File: src/rtl/kpn_seg_display_driver.sv
// KPN sink that renders each accepted token in hex or decimal on NUM_DIGITS
// active-low 7-segment digits, with a mode-prefix glyph, blanking and overflow.
module kpn_seg_display_driver #(
    parameter int DATA_WIDTH = 16,
    parameter int NUM_DIGITS = 4
) (
    input  logic                    clk,
    input  logic                    rst_n,
    input  logic [DATA_WIDTH-1:0]   in_data,
    input  logic                    in_valid,
    output logic                    in_ready,
    input  logic                    mode_dec,
    input  logic                    blank_lz,
    output logic [7*NUM_DIGITS-1:0] seg_out,
    output logic [6:0]              prefix_seg,
    output logic                    overflow,
    output logic                    updated
);

    // Enough BCD digits for 2^DATA_WIDTH-1: ceil(DATA_WIDTH*log10(2)) + 1
    localparam int BCD_DIGITS = (DATA_WIDTH * 30103 + 99999) / 100000 + 1;
    localparam int BCD_W      = 4 * BCD_DIGITS;
    localparam int CNT_W      = $clog2(DATA_WIDTH + 1);
    localparam int SEG_W      = 7 * NUM_DIGITS;
    localparam int DISP_W     = 4 * NUM_DIGITS;

    localparam logic [6:0] GLYPH_BLANK = 7'b1111111;
    localparam logic [6:0] GLYPH_DASH  = 7'b0111111;
    localparam logic [6:0] GLYPH_H     = 7'b0001001;
    localparam logic [6:0] GLYPH_D     = 7'b0100001;
    localparam logic [6:0] GLYPH_ZERO  = 7'b1000000;

    typedef enum logic [1:0] {IDLE, CONVERT, UPDATE} state_t;

    state_t                 state_reg;
    logic [DATA_WIDTH-1:0]  data_reg;
    logic [BCD_W-1:0]       bcd_reg;
    logic [BCD_W-1:0]       bcd_adj;
    logic [CNT_W-1:0]       step_reg;
    logic                   dec_reg;
    logic                   blank_reg;
    logic [SEG_W-1:0]       seg_reg;
    logic [SEG_W-1:0]       seg_next;
    logic [6:0]             prefix_reg;
    logic                   overflow_reg;
    logic                   overflow_next;
    logic                   updated_reg;

    logic [DATA_WIDTH+DISP_W-1:0] hex_ext;
    logic [BCD_W+DISP_W-1:0]      bcd_ext;
    logic [3:0]                   digit_val [NUM_DIGITS];

    function automatic logic [6:0] glyph(input logic [3:0] v);
        case (v)
            4'h0:    glyph = 7'b1000000;
            4'h1:    glyph = 7'b1111001;
            4'h2:    glyph = 7'b0100100;
            4'h3:    glyph = 7'b0110000;
            4'h4:    glyph = 7'b0011001;
            4'h5:    glyph = 7'b0010010;
            4'h6:    glyph = 7'b0000010;
            4'h7:    glyph = 7'b1111000;
            4'h8:    glyph = 7'b0000000;
            4'h9:    glyph = 7'b0010000;
            4'hA:    glyph = 7'b0001000;
            4'hB:    glyph = 7'b0000011;
            4'hC:    glyph = 7'b1000110;
            4'hD:    glyph = 7'b0100001;
            4'hE:    glyph = 7'b0000110;
            default: glyph = 7'b0001110;
        endcase
    endfunction

    // Zero-extension lets every displayed digit index exist regardless of widths
    assign hex_ext = {{DISP_W{1'b0}}, data_reg};
    assign bcd_ext = {{DISP_W{1'b0}}, bcd_reg};

    generate
        for (genvar gi = 0; gi < NUM_DIGITS; gi++) begin : g_digit
            assign digit_val[gi] = dec_reg ? bcd_ext[4*gi +: 4] : hex_ext[4*gi +: 4];
        end
    endgenerate

    assign overflow_next = dec_reg ? |(bcd_ext >> DISP_W) : |(hex_ext >> DISP_W);

    always_comb begin
        bcd_adj = bcd_reg;
        for (int i = 0; i < BCD_DIGITS; i++) begin
            if (bcd_reg[4*i +: 4] >= 4'd5) begin
                bcd_adj[4*i +: 4] = bcd_reg[4*i +: 4] + 4'd3;
            end
        end
    end

    always_comb begin
        logic lead_zero;
        lead_zero = 1'b1;
        seg_next  = '0;
        for (int k = NUM_DIGITS - 1; k >= 0; k--) begin
            lead_zero = lead_zero & (digit_val[k] == 4'd0);
            if (overflow_next) begin
                seg_next[7*k +: 7] = GLYPH_DASH;
            end else if (blank_reg && lead_zero && (k != 0)) begin
                seg_next[7*k +: 7] = GLYPH_BLANK;
            end else begin
                seg_next[7*k +: 7] = glyph(digit_val[k]);
            end
        end
    end

    always_ff @(posedge clk or negedge rst_n) begin
        if (!rst_n) begin
            state_reg    <= IDLE;
            data_reg     <= '0;
            bcd_reg      <= '0;
            step_reg     <= '0;
            dec_reg      <= 1'b0;
            blank_reg    <= 1'b0;
            seg_reg      <= {NUM_DIGITS{GLYPH_ZERO}};
            prefix_reg   <= GLYPH_BLANK;
            overflow_reg <= 1'b0;
            updated_reg  <= 1'b0;
        end else begin
            updated_reg <= 1'b0;
            case (state_reg)
                IDLE: begin
                    if (in_valid) begin
                        data_reg  <= in_data;
                        dec_reg   <= mode_dec;
                        blank_reg <= blank_lz;
                        bcd_reg   <= '0;
                        step_reg  <= '0;
                        state_reg <= mode_dec ? CONVERT : UPDATE;
                    end
                end
                CONVERT: begin
                    // The BCD top bit (always 0 with this sizing) recirculates into
                    // the vacated data LSB so no register bit is dropped.
                    bcd_reg  <= {bcd_adj[BCD_W-2:0], data_reg[DATA_WIDTH-1]};
                    data_reg <= {data_reg[DATA_WIDTH-2:0], bcd_adj[BCD_W-1]};
                    step_reg <= step_reg + CNT_W'(1);
                    if (step_reg == CNT_W'(DATA_WIDTH - 1)) begin
                        state_reg <= UPDATE;
                    end
                end
                UPDATE: begin
                    seg_reg      <= seg_next;
                    prefix_reg   <= dec_reg ? GLYPH_D : GLYPH_H;
                    overflow_reg <= overflow_next;
                    updated_reg  <= 1'b1;
                    state_reg    <= IDLE;
                end
                default: state_reg <= IDLE;
            endcase
        end
    end

    assign in_ready   = (state_reg == IDLE);
    assign seg_out    = seg_reg;
    assign prefix_seg = prefix_reg;
    assign overflow   = overflow_reg;
    assign updated    = updated_reg;

endmodule

File: config.mk
export PLATFORM = sky130hd
export DESIGN_NAME = kpn_seg_display_driver
export DESIGN_NICKNAME = d
export VERILOG_FILES = /design/src/rtl/kpn_seg_display_driver.sv
export SDC_FILE = /design/constraint.sdc
export NUM_CORES = 1
export LEC_CHECK = 0
export CAP_MARGIN = 20
export CORE_AREA = 2 2 104 106
export CTS_BUF_LIST = sky130_fd_sc_hd__clkbuf_4 sky130_fd_sc_hd__clkbuf_8
export CTS_CLUSTER_DIAMETER = 60
export DETAILED_ROUTE_END_ITERATION = 10
export DIE_AREA = 0 0 106 108
export MAX_ROUTING_LAYER = met4
export PLACE_DENSITY_LB_ADDON = 0.2
export RECOVER_POWER = 50
export SLEW_MARGIN = 20
export SYNTH_ARGS = -nofsm -noshare
export SYNTH_HDL_FRONTEND = slang
export SYNTH_SLANG_ARGS = --single-unit
File: constraint.sdc
create_clock -name clk -period 2.3 [get_ports clk]
set_input_delay 0.23 -clock clk [delete_from_list [all_inputs] [get_ports clk]]
set_output_delay 0.23 -clock clk [all_outputs]
set_load 0.01 [all_outputs]
### After elaboration in Yosys (flattened, before gate mapping)

Memories as Yosys holds them, arrays and structs flattened.
Cells that the tools add are included.

* eq/ne operators: 5
* order comparisons: 6
* multiplexer cells: 30
* add/subtract/negate cells: 7
* bitwise logic cells: 2
* reductions and logical operators: 12

Operator list (number)
* $mux W7: 7
* $pmux W24 S2: 1
* $mux W4: 10
* $pmux W16 S2: 1
* $add A4 B2 Y4 const B: 6
* $ge A4 B3 Y1 const B: 6
* $mux W24: 1
* $mux W16: 1
* $logic_not A4 Y1: 3
* $pmux W5 S2: 1
* $reduce_or A8 Y1: 1
* $mux W2: 3
* $mux W6: 1
* $reduce_and A2 Y1: 3
* $add A5 B1 Y5 const B: 1
* $eq A5 B4 Y1 const B: 1
* $mux W5: 1
* $ne A2 B2 Y1 const B: 2
* $pmux W2 S2: 1
* $logic_and A1 B1 Y1: 3
* $and A1 B1 Y1: 2
* $eq A2 B1 Y1 const B: 1
* $eq A2 B2 Y1 const B: 1
* $logic_not A2 Y1: 1
* other kinds (2): 3

* memories kept: 4
* output and inout port bits: 38
* ROM bits: 448
* register bits: 86

Memory list
* (name not given): depth 16, bits a word 7, rd ports 1, clocked after memory_dff 0, wr ports 0, line 54 `case (v)`
* (name not given): depth 16, bits a word 7, rd ports 1, clocked after memory_dff 0, wr ports 0, line 54
* (name not given): depth 16, bits a word 7, rd ports 1, clocked after memory_dff 0, wr ports 0, line 54
* (name not given): depth 16, bits a word 7, rd ports 1, clocked after memory_dff 0, wr ports 0, line 54

### Longest topological paths before layout

* depth after elaboration: 7
* depth in mapped cells: 9
* mapped depth without buffers: 7

### Least setup slack after synthesis

Ideal clock, no wire load.

* path kind: register -> register
* start: register dec_reg
* end: register seg_reg[24], in the netlist seg_out[24]
* setup time: 0.126 ns
* stages on the path, launching flop included: 8
* arrival: 2.197 ns
* period minus slack after synthesis: 2.323 ns
* setup slack: -0.023 ns
* required time: 2.174 ns
* cells stage by stage: dfrtp_1 -> buf_6 -> buf_4 -> mux2i_1 -> inv_1 -> ha_1 -> mux4_2 -> o32a_1

* word-level cells in the longest chain between the ends: 5
* elaborated cells between the ends (all ways): 7

Ends and longest elaborated chain
* from (decl): line 40 `logic dec_reg;`
* from (signal assigned): line 129 `dec_reg <= mode_dec;`
* parallel branches: the longest is 4 deep, another holds $mem_v2 Z16 W7
* $mux W7 *: line 101 `if (overflow_next) begin`
* to (signal assigned): line 119 `seg_reg <= {NUM_DIGITS{GLYPH_ZERO}};`
* to (signal assigned): line 147 `seg_reg <= seg_next;`
* to (decl): line 42 `logic [SEG_W-1:0] seg_reg;`

Every way passes the cells marked *.
A chain may end at the register's enable or synchronous reset.

### Worst setup path in the final report

* start: register dec_reg
* end: register seg_reg[20], in the netlist seg_out[20]

* word-level cells in the longest chain between the ends: 6
* elaborated cells between the ends (all ways): 10

Ends and longest elaborated chain (line)
* parallel branches: the longest is 5 deep, another holds $mem_v2 Z16 W7
* $mux W7 *: 101

Marked as above.

==> summary.md <==
| Metric | Value |
|---|---|
| Proportion of register bits with asynchronous set or reset after synthesis | 1.00 |
| Count of antenna-violating nets left after detailed routing | 0 |
| Number of standard cells after synthesis | 521 |
| Fraction of the yosys area taken by sequential cells | 0.408 |
| Net count of the mapped netlist | around 600 |
| Setup slack after placement | 0.159 ns |
| Routed WL | 11900 µm |
| Average wire length per cell after detail routing | 16.3 µm |
| Startpoint Class | flip-flop |
| First-pass GRT wire length | slightly above 20000 µm |
| Core region area | 10200 µm² |
| Share of post-route cells with drive strength above 1 | 0.145 |
| Detailed Place HPWL | roughly 8500 µm |
| Area of the die | 11400 µm² |
| Number of synthesized flops with an enable pin | 0 |
| Count of vias placed by the detailed router | around 4.1k |
| Combined area of all synthesized cells | 5050 µm² |
| Clock tree from TritonCTS | done |
| Die outline height | ~110 µm |
| Number of max-cap violations | 1 |
| Growth of design area from synthesis to finish | 21.1% |
| CTS H-tree lvls | 3 |
| Setup Crit Path Kind | flip-flop to flip-flop |
| Worst max-slew margin expressed relative to the limit | -0.0756 |
| Commonest register cell after synthesis | sky130_fd_sc_hd__dfrtp_1 |
| Comb power frac | 0.602 |
| CTS Root Buffer Type | sky130_fd_sc_hd__clkbuf_8 |
| Number of warning messages in the yosys log | 0 |
| IO Count | a little under 60 |
| Worst Max-Slew Pin Slew | between 1.5 and 2 ns |
| Gpl congestion | between 0.9 and 1 |
| P_int | 0.00545 W |
| Diode insertion count for antenna repair | 0 |
| Combined flip-flop and latch cell area | 2060 µm² |
| Run status | finished, violations left |
| Total number of clock tree sinks | a little over 80 |
| Required arrival time at the worst endpoint | between 2 and 3 ns |
| Relative contribution of sequential cells to total power | 0.282 |
| Post-synth cell types | 58 |
| Number of fill cells | 905 |
| Max reg flops | 28 |
| Unrepaired setup endpoints after global routing | no |
| Final number of max-transition violations | 27 |
| Count of standard-cell rows | 37 |
| Number of iterations in the first detailed-routing pass | 4 |
| Source-to-sink clock delay at the later pin of the worst-skew pair | 0.35 ns |
| Total setup violations reported at the end of the flow | 0 |
| Buffers from clock root to sink, at most | 2 |
| Post-route DRC violation count | 0 |
| Global router's overall resource usage | 0.227 |
| Leakage power total | between 2 and 3 nW |
| Maximum ir drop on the vdd rail | a little under 0.8 mV |
| Clock share of power | 0.115 |
| Achievable clock frequency | approximately 0.46 GHz |
| Portion of the clock cycle consumed by the worst path in the final layout | 0.947 |
| Crit. End Element | flip-flop |
| Initial Utilization | 0.494 |
| Count of buffers added by post-CTS timing repair for setup | 0 |
| Worst setup skew after layout | approximately 0.012 ns |
| Worst-path maximum fanout | 12 |
| Maximum number of pins on one net before global-route repair | 37 |
| Post-CTS clock slew at the launch and capture registers of the worst setup and hold paths | around 0.09 ns |
| Net total in the final layout | about 650 |
| Drt via density | between 5 and 6 |
| Worst hold-check path type | input pin to flip-flop |
| Total CTS buffers | 9 |
| WP data arrival | about 2.5 ns |
| Switching share of power | 0.432 |
| Flop and latch count out of synthesis | 82 |
| Violations in the final reports | capacitance limit, slew limit |
| Setup slack after layout | 0.123 ns |
| Detailed Route Iter0 Violations | around 180 |
| Number of antenna violations at the first check in global routing | 0 |
| Tmin final | approximately 2.2 ns |
| Die X-Extent | around 110 µm |
| Net Switching | 0.00414 W |
| Total congestion overflow after global routing | 0 |
| Most common cell after layout, fill and taps aside | sky130_fd_sc_hd__dfrtp_1 |
| Final core utilization | 0.598 |
| Final setup TNS | 0 ns |
| Count of final hold-check violations | 0 |
| Number of global-route vias before repair | 4095 |
| Area used by multi-input combinational logic | 2760 µm² |
| Power per unit of standard cell area | approximately 1600 nW/µm² |
| Commonest non-fill, non-tap cells in the layout | sky130_fd_sc_hd__dfrtp_1 (75), sky130_fd_sc_hd__nor2_1 (60), sky130_fd_sc_hd__clkdlybuf4s50_1 (51) |
| Number of port buffers | 57 |
| Syn Area/Cell | roughly 9.7 µm² |
worst max-delay path, stage by stage (launching register included):
cell	delay, ns
sky130_fd_sc_hd__dfrtp_1	0.43
sky130_fd_sc_hd__buf_12	0.18
sky130_fd_sc_hd__mux2i_2	0.26
sky130_fd_sc_hd__buf_4	0.18
sky130_fd_sc_hd__ha_2	0.23
sky130_fd_sc_hd__nand2_1	0.12
sky130_fd_sc_hd__or3_1	0.35
sky130_fd_sc_hd__o31a_1	0.28
sky130_fd_sc_hd__o21ai_1	0.08
synthesized netlist by cell type (all sizes together), types with 3 or more instances:
library cell	count	area (µm²)
xor2	6	52.6
o22ai	13	81.3
o211ai	4	30.0
o32ai	6	52.6
o32a	3	30.0
dfstp	7	184
nand2b	8	50.1
mux4	3	67.6
or3	4	25.0
or3b	3	26.3
and2	3	18.8
a32o	6	60.1
o31ai	7	52.6
o21ai	32	160
mux2i	27	289
nor3	5	30.0
a31oi	20	125
mux2	17	199
ha	42	526
nand3	21	105
clkbuf	17	63.8
inv	28	105
a21oi	16	83.8
nor2b	3	18.8
nor2	61	229
a22oi	8	60.1
dfrtp	75	1880
buf	13	91.3
nand2	37	139
xnor2	6	52.6
area by class of cell:
type,instances,share of cell area
Timing Repair Buffer,88,0.133
Clock buffer,13,0.0282
Sequential cell,82,0.337
Inverter,28,0.0172
Multi-Input combinational cell,381,0.451
Clock inverter,2,0.00573
Tap cell,136,0.0278
per-stage QoR:
| step | instances | power [W] | hold slack, ns | cell area (µm²) |
|---|---|---|---|---|
| 3_5_place_dp | 714 | 0.00841 | 0.178 | 5890 |
| 4_1_cts | 730 | 0.00957 | 0.338 | 6110 |
| 5_1_grt | 730 | 0.0104 | 0.417 | 6120 |
| 6_report | 730 | 0.00958 | 0.398 | 6120 |
| 2_1_floorplan | 521 | 0.00646 | -0.0656 | 5050 |
| 3_3_place_gp | 714 | 0.00819 | 0.169 | 5890 |
power by group through the flow:
stage / registers, W / clock network, W / logic [W]
floorplan: 0.00269 / 0 / 0.00377
global placement: 0.00269 / 0 / 0.00549
global route: 0.00281 / 0.00120 / 0.00638
CTS: 0.00270 / 0.00113 / 0.00574
detailed placement: 0.00273 / 0 / 0.00568
finish: 0.00270 / 0.00111 / 0.00577
cells by family (layout without fill, tap and decap cells):
kind of cell	Yosys count	count (layout)	share of synthesized area
buffers and inverters	58	131	0.0515
AO/OA/AOI/OAI	127	127	0.167
other	1	1	0.000743
AND/OR/NAND/NOR	152	152	0.138
XOR/XNOR	12	12	0.0208
adder cells (fa/ha/maj)	42	42	0.104
multiplexers	47	47	0.110
flip-flops	82	82	0.408
routing by layer:
metal  part of all wire  track usage
met1               0.45        0.290
met4              0.019       0.0827
met2               0.50        0.379
met3              0.036       0.0235
met5                  0            -
what timing repair did:
action	4_1_cts	5_1_grt
hold endpoints to repair	24	0
hold buffers	1	0
endpoints found under the setup margin	0	8
gates resized for setup	0	5
path summary, 6_finish.rpt:
check / start / to / slack, ns / cells past startpoint
worst max register to register: dec_reg$_DFFE_PN0P_ / seg_out[20]$_DFFE_PN1P_ / 0.12 / 8
max in group asynchronous: rst_n / seg_out[13]$_DFFE_PN1P_ / 0.39 / 3
worst max-delay path: dec_reg$_DFFE_PN0P_ / seg_out[20]$_DFFE_PN1P_ / 0.12 / 8
worst min register to register: prefix_seg[5]$_DFFE_PN1P_ / prefix_seg[5]$_DFFE_PN1P_ / 0.46 / 2
min in group asynchronous: rst_n / updated$_DFF_PN0_ / 0.82 / 2
worst min-delay path: blank_lz / blank_reg$_DFFE_PN0P_ / 0.40 / 3
Power figures use the tool's default switching activity.
